===== src/rtl/pipe_stage_skid.sv =====
// pipe_stage_skid
//   Handshaked pipeline-stage register with a two-entry skid buffer. It
//   carries LANES words of WIDTH bits plus a one-bit side flag from one
//   pipeline stage to the next. Back-pressure never drops a word, and one
//   word per cycle can pass while the downstream stage is ready.
//
//   The main register (M) drives the outputs directly. The skid register (S)
//   absorbs the one word that is accepted in the same cycle the downstream
//   stage stalls. in_ready depends only on the stored state, so there is no
//   combinational path from out_ready to in_ready.
//
// Parameters
//   WIDTH       bits per lane
//   LANES       number of lanes carried (lane 0 in in_data[WIDTH-1:0])
//   FLUSH_ZERO  1: flush also zeroes the stored data and flags
//               0: flush only clears valid
//   CNT_W       width of the saturating stall counter
//
// Ports
//   clk          rising-edge clock
//   rst          asynchronous, active-low reset
//   flush        synchronous squash; overrides everything except reset
//   in_valid     upstream presents a word
//   in_ready     stage can accept a word (derived from state only)
//   in_data      LANES*WIDTH input word
//   in_flag      side flag travelling with the word
//   out_valid    output word is valid
//   out_ready    downstream accepts the output word
//   out_data     registered output word
//   out_flag     registered side flag
//   stall_count  cycles spent with out_valid=1 and out_ready=0 (saturating)

module pipe_stage_skid #(
  parameter int unsigned WIDTH      = 32,
  parameter int unsigned LANES      = 4,
  parameter bit          FLUSH_ZERO = 1'b1,
  parameter int unsigned CNT_W      = 16
) (
  input  logic                   clk,
  input  logic                   rst,
  input  logic                   flush,
  input  logic                   in_valid,
  output logic                   in_ready,
  input  logic [LANES*WIDTH-1:0] in_data,
  input  logic                   in_flag,
  output logic                   out_valid,
  input  logic                   out_ready,
  output logic [LANES*WIDTH-1:0] out_data,
  output logic                   out_flag,
  output logic [CNT_W-1:0]       stall_count
);

  typedef enum logic [1:0] {
    EMPTY = 2'd0,
    BUSY  = 2'd1,
    FULL  = 2'd2
  } state_t;

  state_t state;
  state_t state_next;

  logic [LANES*WIDTH-1:0] m_data;
  logic                   m_flag;
  logic [LANES*WIDTH-1:0] s_data;
  logic                   s_flag;

  logic in_fire;
  logic out_fire;
  logic load_m_in;
  logic load_m_s;
  logic load_s_in;

  // Qualifying in_ready with rst keeps the stage from advertising space
  // while it is being held in reset.
  assign out_valid = (state != EMPTY);
  assign in_ready  = (state != FULL) && rst;
  assign in_fire   = in_valid && in_ready;
  assign out_fire  = out_valid && out_ready;

  assign out_data  = m_data;
  assign out_flag  = m_flag;

  // State register.
  always_ff @(posedge clk or negedge rst) begin
    if (!rst) begin
      state <= EMPTY;
    end else begin
      state <= state_next;
    end
  end

  // Next-state and register-load decisions. Flush wins over every
  // handshake, so any word offered in a flush cycle is discarded.
  always_comb begin
    state_next = state;
    load_m_in  = 1'b0;
    load_m_s   = 1'b0;
    load_s_in  = 1'b0;
    if (flush) begin
      state_next = EMPTY;
    end else begin
      unique case (state)
        EMPTY: begin
          if (in_fire) begin
            load_m_in  = 1'b1;
            state_next = BUSY;
          end
        end
        BUSY: begin
          if (in_fire && out_fire) begin
            load_m_in  = 1'b1;
          end else if (in_fire) begin
            // Downstream stalled while a word was accepted: park it in S.
            load_s_in  = 1'b1;
            state_next = FULL;
          end else if (out_fire) begin
            state_next = EMPTY;
          end
        end
        FULL: begin
          // in_ready is low here, so only the drain of S can happen.
          if (out_fire) begin
            load_m_s   = 1'b1;
            state_next = BUSY;
          end
        end
        default: begin
          state_next = EMPTY;
        end
      endcase
    end
  end

  // Data and flag registers. M only changes on a load or a zeroing flush,
  // which keeps the output stable while the downstream stage stalls.
  always_ff @(posedge clk or negedge rst) begin
    if (!rst) begin
      m_data <= '0;
      m_flag <= 1'b0;
      s_data <= '0;
      s_flag <= 1'b0;
    end else if (flush) begin
      if (FLUSH_ZERO) begin
        m_data <= '0;
        m_flag <= 1'b0;
        s_data <= '0;
        s_flag <= 1'b0;
      end
    end else begin
      if (load_m_in) begin
        m_data <= in_data;
        m_flag <= in_flag;
      end else if (load_m_s) begin
        m_data <= s_data;
        m_flag <= s_flag;
      end
      if (load_s_in) begin
        s_data <= in_data;
        s_flag <= in_flag;
      end
    end
  end

  // Stall counter for performance debug. It survives flushes so that a
  // squash does not hide the stalls that came before it.
  always_ff @(posedge clk or negedge rst) begin
    if (!rst) begin
      stall_count <= '0;
    end else if (out_valid && !out_ready && (stall_count != {CNT_W{1'b1}})) begin
      stall_count <= stall_count + CNT_W'(1);
    end
  end

endmodule

===== config.mk =====
export PLATFORM = sky130hd
export DESIGN_NAME = pipe_stage_skid
export DESIGN_NICKNAME = d
export VERILOG_FILES = /design/src/rtl/pipe_stage_skid.sv
export SDC_FILE = /design/constraint.sdc
export NUM_CORES = 1
export LEC_CHECK = 0
export ABC_AREA = 1
export BUFFER_PORTS_ARGS = -buffer_cell sky130_fd_sc_hd__buf_2
export CAP_MARGIN = 20
export CORE_MARGIN = 3
export CORE_UTILIZATION = 45
export DETAILED_ROUTE_END_ITERATION = 10
export PLACE_DENSITY_LB_ADDON = 0.2
export SETUP_SLACK_MARGIN = 0.1
export SLEW_MARGIN = 10
export SYNTH_ARGS = -nofsm -noshare
export SYNTH_HDL_FRONTEND = slang
export SYNTH_SLANG_ARGS = --single-unit

===== constraint.sdc =====
create_clock -name clk -period 2.55 [get_ports clk]
set_clock_uncertainty 0.15 [all_clocks]
set_input_delay 0.255 -clock clk [delete_from_list [all_inputs] [get_ports clk]]
set_output_delay 0.255 -clock clk [all_outputs]
set_load 0.02 [all_outputs]

# [After elaboration in Yosys (flattened, before gate mapping)]
# Cells that the tools add are included.
[word_totals] ff_bits=276 latchBits=0 ramBits=0 mem_bits_ro=0 output_inout_bits=147 n_memories=0
[op_classes] addsub=1 n_mul=0 div=0 n_lt_le_gt_ge=0 n_eq_ne=8 shifts=0 muxes=27 bitwise=0 n_reduce_logical=12
[op_table] operator="$mux 128" n=5
[op_table] operator="$add 16x1->16 const B" n=1
[op_table] operator="$ne 16x16->1 const B" n=1
[op_table] operator="$mux 1" n=14
[op_table] operator="$mux 2" n=6
[op_table] operator="$ne 3x3->1 const B" n=3
[op_table] operator="$logic_and 1x1->1" n=6
[op_table] operator="$pmux 2 s3" n=1
[op_table] operator="$ne 4x4->1 const B" n=1
[op_table] operator="$reduce_and 4->1" n=1
[op_table] operator="$reduce_bool 2->1" n=2
[op_table] operator="$reduce_bool 3->1" n=1
[op_table] operator="$eq 2x1->1 const B" n=1
[op_table] operator="$eq 2x2->1 const B" n=1
[op_table] operator="$logic_not 2->1" n=1
[op_table] operator="$ne 2x2->1 const B" n=1
[op_table] operator="$pmux 1 s2" n=1
[op_table] operator="$logic_not 1->1" n=1

# [Logic depth before layout (Yosys ltp)]
# Gate-level depths: netlist of the first run.
[logic_depth] word_depth=9 ltp_mapped=10 mapped_depth_nobuf=9

# [Worst setup path after synthesis of the first run]
# Ideal clock, no wire load.
[synth_path] path_kind="register to register" start="reg stall_count[0]" end="reg stall_count[14]" setup_ns=0.117 t_arrival_ns=1.724 t_required_ns=2.283 slack_ns=0.560 path_stages_with_launch=10 path_buffers=1 cell_sequence="dfrtp_1 ha_1 inv_1 nor2_2 nand2_1 o21ai_2 inv_2 buf_2 nand2_1 nand2_1"
[synth_between] elab_chain_len=2 word_cells_on_any_way=3 cone_classes="1 x add/sub; 1 x eq/ne; 1 x reduce/logical"
[synth_lines] item="start, declared" line="50" text="output logic [CNT_W-1:0] stall_count"
[synth_lines] item="start signal, assigned" line="170" text="stall_count <= stall_count + CNT_W'(1);"
[synth_lines] item="branches (longest 2 deep; another with $add 16x1->16)"
# Parallel ways; which one is timed is not known.
# A chain may end at the register's enable or synchronous reset.

# [Final worst setup path of the first run]
[layout_path] start="in flush" end="reg state[1]"
[layout_between] elab_chain_len=2 word_cells_on_any_way=6 cone_classes="4 x eq/ne; 1 x mux; 1 x reduce/logical"
[layout_lines] item="start, declared" line="41" text="input logic flush,"
[layout_lines] item="$ne 4x4->1 (no source line) / $ne 3x3->1 (equally long branches)"
[layout_lines] item="$reduce_and 4->1 (no source line)"
[layout_lines] item="end signal, assigned" line="88" text="state <= state_next;"
[layout_lines] item="end, declared" line="59" text="state_t state;"
# Parallel ways exist; a longest one is shown, timed or not.

==> summary.txt, run 1 <==
Outcome
  – Status: finished with violations
  – Failing checks: negative hold slack

Global routing
  – Global-route wire length before repair: 65.9 mm
  – Vias in the first global route: 12.7k
  – Overall Global Routing Usage: 24.1%
  – Largest net degree at the start of global routing: about 150
  – Grt total ovfl: 0
  – Antenna violations before repair: 2

Synth
  – Synthesis Warnings: 0
  – Post-Syn Instances: 1,724
  – Register bit total from synthesis: 276
  – Synthesized cell area: 0.0136 mm^2
  – Net Count, Synth: between 1.5k and 2k
  – Synthesized area per cell: 7.88 um^2
  – Synth cell types: 23
  – Post-synth top area share: 50.9%
  – Post-synth top area cell: dfrtp_1
  – Top post-synthesis cells by area: dfrtp_1 51%, nand2_1 16%, nand3_1 9.8%, o21bai_1 7.1%, o21ai_0 4.9%
  – Register area share after synthesis: 50.9%

Die
  – Die Y-Extent: roughly 180 um
  – Die area: 0.0323 mm^2
  – Rows: between 60 and 70
  – Initial Util: 46.4%
  – Core outline area: 0.0292 mm^2
  – Horiz. Die Dim: 180 um
  – Top Ports: 281

Power
  – Pwr Density: 601 mW/mm^2
  – Static leakage: 0.00936 uW
  – Max VDD drop: 0.000455 V

Timing
  – Final-report setup violation count: 0
  – Fin crit share: 92.1%
  – Max-slew violations: 0
  – Setup TNS: 0 ns
  – Slew @ Worst Pin: 0.837 ns
  – WHS: -0.625 ns
  – Final Critical Period: 2.35 ns
  – Slew HR: 44.2%
  – RSZ-0062 raised after global routing: no
  – Final Hold Vio Count: 269
  – Max Clk Rate: 426 MHz

Critical path
  – Required time worst endpoint: 2.88 ns
  – Worst R2R Start: state[0]
  – Crit Path Class: primary input to flip-flop
  – Startpoint types: primary input
  – Worst R2R End: state[1]
  – Worst setup path startpoint: flush
  – Crit. End Element: flip-flop
  – Worst-path fanout max: 129
  – Reg2reg setup slack: 0.23 ns
  – Crit path DAT: 2.68 ns
  – Worst Setup EP: state[1]
  – R2R depth: 8

Route
  – Final wirelength: around 40 mm
  – WL/cell: 16.2 um
  – Iteration-0 DRC Markers: between 1k and 1.5k
  – Via Count: about 13k
  – Antenna Violating Nets Remaining: 0
  – DRC Markers: 0
  – Vias per cell: 5.24
  – Drt pass-1 iters: 5

Clocking
  – Inserted Clock Buffers: 31
  – # Post-CTS Setup Buffers: 0
  – Clock Tree Buf Depth: 3
  – Clock transition at the registers of the reported paths: 0.06 ns
  – H-tree lvl count: 1
  – CTS tree: built
  – Clock latency on the worst-skew pair: ~0.55 ns
  – Clock root buffer: clkbuf_16
  – Clk sink count: 276

Final layout
  – Final Non-Filler Cells: 2,472
  – P&R area growth vs syn: 29.0%
  – Nets: approximately 2.2k
  – Filler cells: 2,654
  – Most frequent cells in the layout: 595 x nand2_1, 279 x buf_2, 276 x dfrtp_1
  – Share of cells above drive strength 1: 17.3%
  – Most common cell after layout, fill and taps aside: nand2_1
  – Final core utilization: between 50 and 60%

Place
  – I/O Buffers: 280
  – Routability cong.: 0.801
  – Dpl hpwl: 22.4 mm
  – Placed insts: ~2.3k

Min path
  – HP Class: primary input to asynchronous set/reset pin

Flow run
  – MaxCap Viol Count: 0
## flip-flops by register name (all words and copies together) (netlist names)
register,cells
stall_count,16
out_data,128
s_data,128
s_flag,1
state,2
out_flag,1
## cell families (layout without fill, tap and decap cells)
| logic type | after synthesis | count (layout) | synth area share [%] |
|---|---|---|---|
| xor gates and xnor gates | 9 | 9 | 0.580 |
| and+or+nand+nor | 895 | 895 | 27.4 |
| buffers and inverters | 275 | 637 | 8.70 |
| adders and majority gates | 1 | 1 | 0.0921 |
| AOI/OAI and AO/OA | 268 | 268 | 12.3 |
| other | 0 | 2 | 0 |
| DFF | 276 | 276 | 50.9 |
## worst min-delay path by stage
stage               start  slack [ns]             end
floorplan             rst       -0.19     out_data[0]
global placement      rst       -0.05  stall_count[5]
detailed placement    rst       -0.05  stall_count[5]
CTS                   rst       -0.64  stall_count[5]
global route          rst       -0.64  stall_count[3]
finish                rst       -0.63  stall_count[5]
## synthesized netlist by cell type, drive strengths merged
cell / instances
nand2: 596
dfrtp: 276
nand3: 267
inv: 146
o21ai: 137
o21bai: 129
buf: 80
clkbuf: 49
nor2: 26
xnor2: 8
nand4: 6
a21oi: 1
ha: 1
o41ai: 1
xor2: 1
## timing repair
item | CTS | global route
endpoints found under the setup margin | 0 | 1
hold endpoints to repair | 536 | 221
hold buffers | 132 | 1
gates resized for setup | 0 | 1
## routing by layer
metal | vias to the layer above | global-route usage (%) | routed length [um]
met5 | - | 0 | 0
met4 | 0 | 6.53 | 839
met3 | 68 | 3.54 | 2730
met2 | 445 | 39.5 | 18900
met1 | 6236 | 33.7 | 17500
li1 | 6192 | - | -
## layout make-up
| cell class | count | area, um^2 | share of cell area [%] |
|---|---|---|---|
| Tap cell | 384 | 480 | 2.74 |
| Timing Repair Buffer | 435 | 3060 | 17.5 |
| Sequential cell | 276 | 6910 | 39.4 |
| Inverter | 146 | 556 | 3.17 |
| Clock buffer | 50 | 927 | 5.29 |
| Clock inverter | 6 | 55.1 | 0.314 |
| Multi-Input combinational cell | 1173 | 5530 | 31.6 |
| Antenna cell | 2 | 5.00 | 0.0286 |
## power breakdown
| part | total, uW | internal [uW] | switching, uW |
|---|---|---|---|
| Combinational | 1530 | 519 | 1010 |
| Clock | 4330 | 2560 | 1780 |
| Sequential | 4660 | 4540 | 122 |
| Total | 10500 | 7610 | 2910 |
## critical path, stage by stage
cell and delay (ns):
dlygate4sd3_1 0.54, buf_2 0.19, inv_8 0.28, buf_16 0.45, nand2_1 0.10, o41ai_1 0.08, dlygate4sd3_1 0.61
## per-stage QoR
step / setup slack, ns / total power (uW) / area [um^2]
after detailed placement: 0.420 / 6100 / 15200
final: 0.202 / 10500 / 17500
after global routing: 0.0990 / 11000 / 17500
after floorplan: 0.560 / 5510 / 13600
after CTS: 0.236 / 10600 / 17500
after global placement: 0.468 / 6090 / 15200
Power figures use the tool's default switching activity.
==> run 2, diff against run 1 <==
Settings changed: CORE_UTILIZATION 45 to 25, REMOVE_ABC_BUFFERS set to 1.
==> run 2 against run 1 <==
  * The run now ends clean
  * Sequential share of layout area fell by 1.3 points
  * Clock-buffer cell count up 3
  * Critical path depth is 2 higher
  * Worst hold slack improved by 0.81 ns
  * Via count fell by 2.6%
  * Sequential power is essentially flat
  * Clock power increased by 23%
==> summary.txt, run 2 (synthesis gave the netlist of run 1 again) <==
Clocking
  – Cts repair resizes: 0 (unchanged)
  – # Post-CTS Setup Buffers: 0 (unchanged)
  – Clock Tree Buf Depth: 3 (unchanged)
  – Clock root buffer: clkbuf_16
  – Clk sink count: 276 (unchanged)
  – Inserted Clock Buffers: 36 (+16%)
  – H-tree lvl count: 2 (+1)
  – Clock latency on the worst-skew pair: 0.54 ns (about the same)
  – CTS tree: built
  – Clock transition at the registers of the reported paths: 0.06 ns (about the same)

Global routing
  – Largest net degree at the start of global routing: 173 (+19%)
  – Vias in the first global route: 12.5k (-1.4%)
  – Overall Global Routing Usage: 15.2% (-8.9 points)
  – Antenna violations before repair: 3 (+1)
  – Grt total ovfl: 0 (unchanged)
  – Global-route wire length before repair: 70.1 mm (+6.5%)

Critical path
  – CP peak stage delay: 0.53 ns (-0.08 ns)
  – Worst path top cell family by delay: simple AND/OR/NAND/NOR gates
  – Cells along the critical path: inv_2, nand2_2, nand3_2, nor2_4, buf_12, nand3_1, nand2_1, nand2_1, nand2_1
  – Crit. End Element: flip-flop
  – Crit path DAT: 2.55 ns (-0.13 ns)
  – Required time worst endpoint: 2.87 ns (about the same)
  – Worst-path fanout max: 129 (unchanged)
  – Worst R2R Start: state[0]
  – R2R depth: 9 (+1)
  – Startpoint types: flip-flop
  – Slowest cell on crit path: buf_12
  – Buffers & Inverters on Critical Path: 2 (-3)
  – Reg2reg setup slack: 0.33 ns (+0.10 ns)
  – Crit Path Class: flip-flop to flip-flop
  – Worst path most repeated cell: nand2_1
  – Worst R2R End: out_data[69]

Timing
  – WHS: 0.181 ns (+0.807 ns)
  – Final Hold Vio Count: 0 (-100%)
  – Max-slew violations: 0 (unchanged)
  – RSZ-0062 raised after global routing: no
  – Max Clk Rate: 449 MHz (+5.5%)
  – Slew @ Worst Pin: 1.12 ns (+0.280 ns)
  – Setup TNS: 0 ns (unchanged)
  – Fin crit share: 87.3% (-4.8 points)
  – Final-report setup violation count: 0 (unchanged)
  – Worst setup margin: 0.325 ns (+0.123 ns)
  – Final Critical Period: 2.22 ns (-0.123 ns)
  – Slew HR: 25.6% (-19 points)

Power
  – Psw: 3160 uW (+8.4%)
  – Max VDD drop: 0.000429 V (-5.8%)
  – Static leakage: 0.00946 uW (+1.1%)
  – Seq pwr share: 40.4% (-3.9 points)
  – Logic gate share of total power: 13.5% (-1.1 points)
  – Internal Dissipation: 8370 uW (+9.9%)
  – Pwr Density: 637 mW/mm^2 (+6.0%)
  – Final Total Pwr: 11,500 uW (+9.5%)
  – Switching Fraction: 27.4% (-0.27 points)
  – Clock network fraction of total power: 46.1% (+4.9 points)

Route
  – DRC Markers: 0 (unchanged)
  – Via Count: 12.6k (-2.6%)
  – WL/cell: 15.8 um (-2.2%)
  – Drt pass-1 iters: 4 (-1)
  – Antenna Violating Nets Remaining: 0 (unchanged)
  – Vias per cell: 4.54 (-13%)
  – Final wirelength: 43.9 mm (+9.9%)
  – Iteration-0 DRC Markers: 753 (-36%)

Place
  – Routability cong.: 0.767 (-4.2%)
  – Post-place setup slack: 0.339 ns (-0.0811 ns)
  – I/O Buffers: 280 (unchanged)
  – Placed insts: 2,581 (+13%)
  – Dpl hpwl: 24.4 mm (+8.9%)

Final layout
  – Final Non-Filler Cells: 2,778 (+12%)
  – Share of cells above drive strength 1: 17.6% (+0.27 points)
  – P&R area growth vs syn: 33.3%
  – Nets: 2,199 (+0.045%)
  – Most common cell after layout, fill and taps aside: nand2_1
  – Most frequent cells in the layout: 595 x nand2_1, 279 x buf_2, 276 x dfrtp_1

Die
  – Rows: 84 (+35%)
  – Horiz. Die Dim: 239 um (+33%)
  – Die area: 0.0572 mm^2 (+77%)
  – Top Ports: 281 (unchanged)
  – Initial Util: 25.5% (-21 points)
  – Die Y-Extent: 239 um (+33%)
  – Core outline area: 0.0532 mm^2 (+82%)

Outcome
  – Status: finished clean

Flow run
  – MaxCap Viol Count: 0 (unchanged)

Min path
  – Hold Path Sink: state[0]
  – Hold_sp: in_valid
  – Hold path cells: 6
  – HP Class: primary input to flip-flop
run 2: cell types whose count changed in the layout (fill, tap and decap cells not counted), moves of 2 or more:
cell       change
buf_12         +2
buf_4          -4
bufinv_16      +3
clkbuf_1       -4
clkbuf_16      +5
clkinv_2       -2
inv_6          +2
run 2: how the worst max path moves through the flow:
| stage | cells after the start | start | end | slack (ns) |
|---|---|---|---|---|
| floorplan | 7 | state[0] | out_data[0] | -8.03 |
| global placement | 9 | state[0] | out_data[107] | 0.37 |
| detailed placement | 9 | state[0] | out_data[69] | 0.34 |
| CTS | 9 | state[0] | out_data[69] | 0.33 |
| global route | 9 | state[0] | out_data[57] | 0.15 |
| finish | 9 | state[0] | out_data[69] | 0.33 |
run 2: power groups by stage:
stage          Combinational (uW)  Clock, uW  Sequential, uW
2_1_floorplan                 577          0            4840
3_3_place_gp                 1420          0            4730
3_5_place_dp                 1420          0            4730
4_1_cts                      1590       5520            4660
5_1_grt                      1720       5680            4680
6_report                     1550       5310            4660
run 2: metrics by stage:
step,cell area [um^2],utilization (%)
final,18100,34.0
after global routing,18100,34.0
after CTS,18100,34.0
after detailed placement,15500,29.2
after global placement,15500,29.2
after floorplan,12900,-
run 2: metal layers:
metal	part of all wire [%]	track usage, %	wire [um]	up-vias
li1	-	-	-	6193
met1	47	20.3	20500	6087
met2	47	25.4	20500	259
met3	4.4	2.77	1950	60
met4	2.1	3.92	939	2
met5	0.030	0	13	-
run 2: layout make-up:
type                    instances  area, um^2
fillers                      5623       35100
flip-flops and latches        276        6910
multi-input cells            1173        5530
repair buffers                431        3020
clock buffers                  53        1080
well taps                     688         861
inverters                     146         556
clock inverters                 9         153
diodes                          2        5.00
run 2: worst min-delay path: stages:
cell,delay (ns)
buf_2,0.12
nand3_2,0.17
nor2_1,0.07
nand3_1,0.08
nand3_1,0.07
nand2_1,0.07
run 2: timing repair:
action | 4_1_cts | 5_1_grt
setup endpoints to repair | 0 | 0
hold endpoints to repair | 476 | 0
hold buffers | 133 | 0
==> run 3, diff against run 2 <==
Settings changed: CORE_UTILIZATION 25 to 50.
==> run 3 against run 2 <==
  * Clock-buffer cell count is 11 lower
  * Combinational power hardly changed
  * Cell count is 13% lower
  * Core utilization is 32 points higher
  * Via count is 3.0% higher
  * Power is 8.6% lower
  * Sequential share of layout area is 1.5 points higher
  * Flip-flop and latch count stayed put
  * Worst setup slack worse by 0.014 ns
  * Register-to-register slack hardly changed
  * Highest routed layer is now met4
==> summary.txt, run 3 (synthesis gave the netlist of run 1 again) <==
Place
  – Area after DPL: 0.0151 mm^2 (-2.8%)
  – Routability cong.: 0.819 (+6.8%)
  – Post-place setup slack: 0.399 ns (+0.0605 ns)
  – I/O Buffers: 280 (unchanged)
  – Placed insts: 2,227 (-14%)
  – Dpl hpwl: 21.0 mm (-14%)

Global routing
  – Antenna violations before repair: 2 (-1)
  – Grt total ovfl: 0 (unchanged)
  – Largest net degree at the start of global routing: 146 (-16%)
  – Vias in the first global route: 12.7k (+1.5%)
  – Overall Global Routing Usage: 26.4% (+11 points)
  – Global-route wire length before repair: 63.9 mm (-8.8%)

Route
  – Iteration-0 DRC Markers: 1,207 (+60%)
  – Drt pass-1 iters: 5 (+1)
  – Antenna Violating Nets Remaining: 0 (unchanged)
  – WL/cell: 16.1 um (+1.7%)
  – Final wirelength: 38.9 mm (-11%)
  – Vias per cell: 5.37 (+18%)
  – Via Count: 13.0k (+3.0%)
  – DRC Markers: 0 (unchanged)

Timing
  – Slew @ Worst Pin: 0.863 ns (-0.253 ns)
  – Final Hold Vio Count: 0 (unchanged)
  – RSZ-0062 raised after global routing: no
  – Max Clk Rate: 447 MHz (-0.63%)
  – Worst setup margin: 0.311 ns (-0.0141 ns)
  – Final Critical Period: 2.24 ns (+0.0141 ns)
  – Max-slew violations: 0 (unchanged)
  – Slew HR: 42.3% (+17 points)
  – Final-report setup violation count: 0 (unchanged)
  – Fin crit share: 87.8% (+0.55 points)

Power
  – Logic gate share of total power: 14.5% (+1.0 points)
  – Seq pwr share: 44.1% (+3.7 points)
  – Switching Fraction: 27.7% (+0.31 points)
  – Psw: 2920 uW (-7.6%)
  – Max VDD drop: 0.000488 V (+14%)
  – Pwr Density: 604 mW/mm^2 (-5.1%)
  – Clock network fraction of total power: 41.3% (-4.8 points)
  – Internal Dissipation: 7620 uW (-9.0%)
  – Static leakage: 0.00935 uW (-1.2%)
  – Final Total Pwr: 10,500 uW (-8.6%)

Die
  – Horiz. Die Dim: 171 um (-29%)
  – Top Ports: 281 (unchanged)
  – Rows: 59 (-30%)
  – Die Y-Extent: 171 um (-29%)
  – Initial Util: 51.5% (+26 points)
  – Die area: 0.0292 mm^2 (-49%)
  – Core outline area: 0.0264 mm^2 (-50%)

Clocking
  – Clock latency on the worst-skew pair: 0.54 ns (about the same)
  – Clock transition at the registers of the reported paths: 0.06 ns (about the same)
  – Cts repair resizes: 0 (unchanged)
  – H-tree lvl count: 1 (-1)
  – Inserted Clock Buffers: 31 (-14%)
  – CTS tree: built
  – Clock root buffer: clkbuf_16
  – Clock Tree Buf Depth: 3 (unchanged)
  – Clk sink count: 276 (unchanged)

Final layout
  – P&R area growth vs syn: 28.4%
  – Share of cells above drive strength 1: 17.3% (-0.32 points)
  – Design area: 0.0174 mm^2 (-3.7%)
  – Most common cell after layout, fill and taps aside: nand2_1
  – Most frequent cells in the layout: 595 x nand2_1, 279 x buf_2, 276 x dfrtp_1
  – Nets: 2,194 (-0.23%)
  – Filler cells: 2,205 (-61%)
  – Final Non-Filler Cells: 2,418 (-13%)

Min path
  – HP Class: primary input to flip-flop

Critical path
  – Crit path DAT: 2.57 ns (+0.02 ns)
  – Crit Path Class: flip-flop to flip-flop
  – Required time worst endpoint: 2.88 ns (about the same)
  – Worst-path fanout max: 129 (unchanged)
  – Crit. End Element: flip-flop
  – Startpoint types: flip-flop

Outcome
  – Status: finished clean

Flow run
  – MaxCap Viol Count: 0 (unchanged)
## run 3: layout make-up
type / count / area, um^2 / share of cell area [%]
tap: 335 / 419 / 2.40
sequential: 276 / 6910 / 39.6
antenna: 3 / 7.51 / 0.0431
multi-input combinational: 1173 / 5530 / 31.7
clock buffer: 42 / 867 / 4.97
inverter: 146 / 556 / 3.19
timing repair buffer: 431 / 3030 / 17.4
clock inverter: 12 / 118 / 0.674
## run 3: repair_timing
action | 4_1_cts | 5_1_grt
hold endpoints to repair | 536 | 0
hold buffers | 134 | 0
endpoints found under the setup margin | 0 | 0
buffers inserted | 0 | 0
## run 3: routing by layer
layer | vias up | GRT usage (%) | wire length, um
met5 | - | 0 | 0
met4 | 0 | 8.61 | 1140
met3 | 81 | 3.77 | 2870
met2 | 510 | 43.7 | 18100
met1 | 6202 | 36.1 | 16800
li1 | 6191 | - | -
## run 3: path summary, 6_finish.rpt
| check | cells after the start | start | slack, ns | endpoint |
|---|---|---|---|---|
| worst min register to register | 2 | out_data[66] | 0.32 | out_data[66] |
| worst max register to register | 9 | state[0] | 0.31 | out_data[51] |
| min in group asynchronous | 3 | rst | 0.28 | out_data[112] |
| worst max-delay path | 9 | state[0] | 0.31 | out_data[51] |
| max in group asynchronous | 3 | rst | 0.81 | stall_count[8] |
| worst min-delay path | 6 | in_valid | 0.19 | state[0] |
## run 3: power by group through the flow
| stage | logic [uW] | clock network [uW] | registers, uW |
|---|---|---|---|
| floorplan | 577 | 0 | 4840 |
| global placement | 1340 | 0 | 4720 |
| detailed placement | 1360 | 0 | 4720 |
| CTS | 1530 | 4440 | 4650 |
| global route | 1680 | 4630 | 4670 |
| finish | 1530 | 4360 | 4650 |
## run 3: through the flow
stage	setup TNS, ns	hold WS [ns]	utilization [%]
6_report	0	0.187	66.2
3_5_place_dp	0	-0.0306	57.3
4_1_cts	0	0.157	66.1
3_3_place_gp	0	-0.0305	57.3
5_1_grt	0	0.209	66.2
2_1_floorplan	-1928.82	-0.191	-
## run 3: critical path: stages (launching register included)
cell	delay, ns
dfrtp_1	0.44
inv_2	0.09
nand2_2	0.10
nand3_2	0.18
nor2_4	0.20
buf_12	0.43
nand3_1	0.14
nand2_1	0.11
nand2_1	0.05
nand2_1	0.10
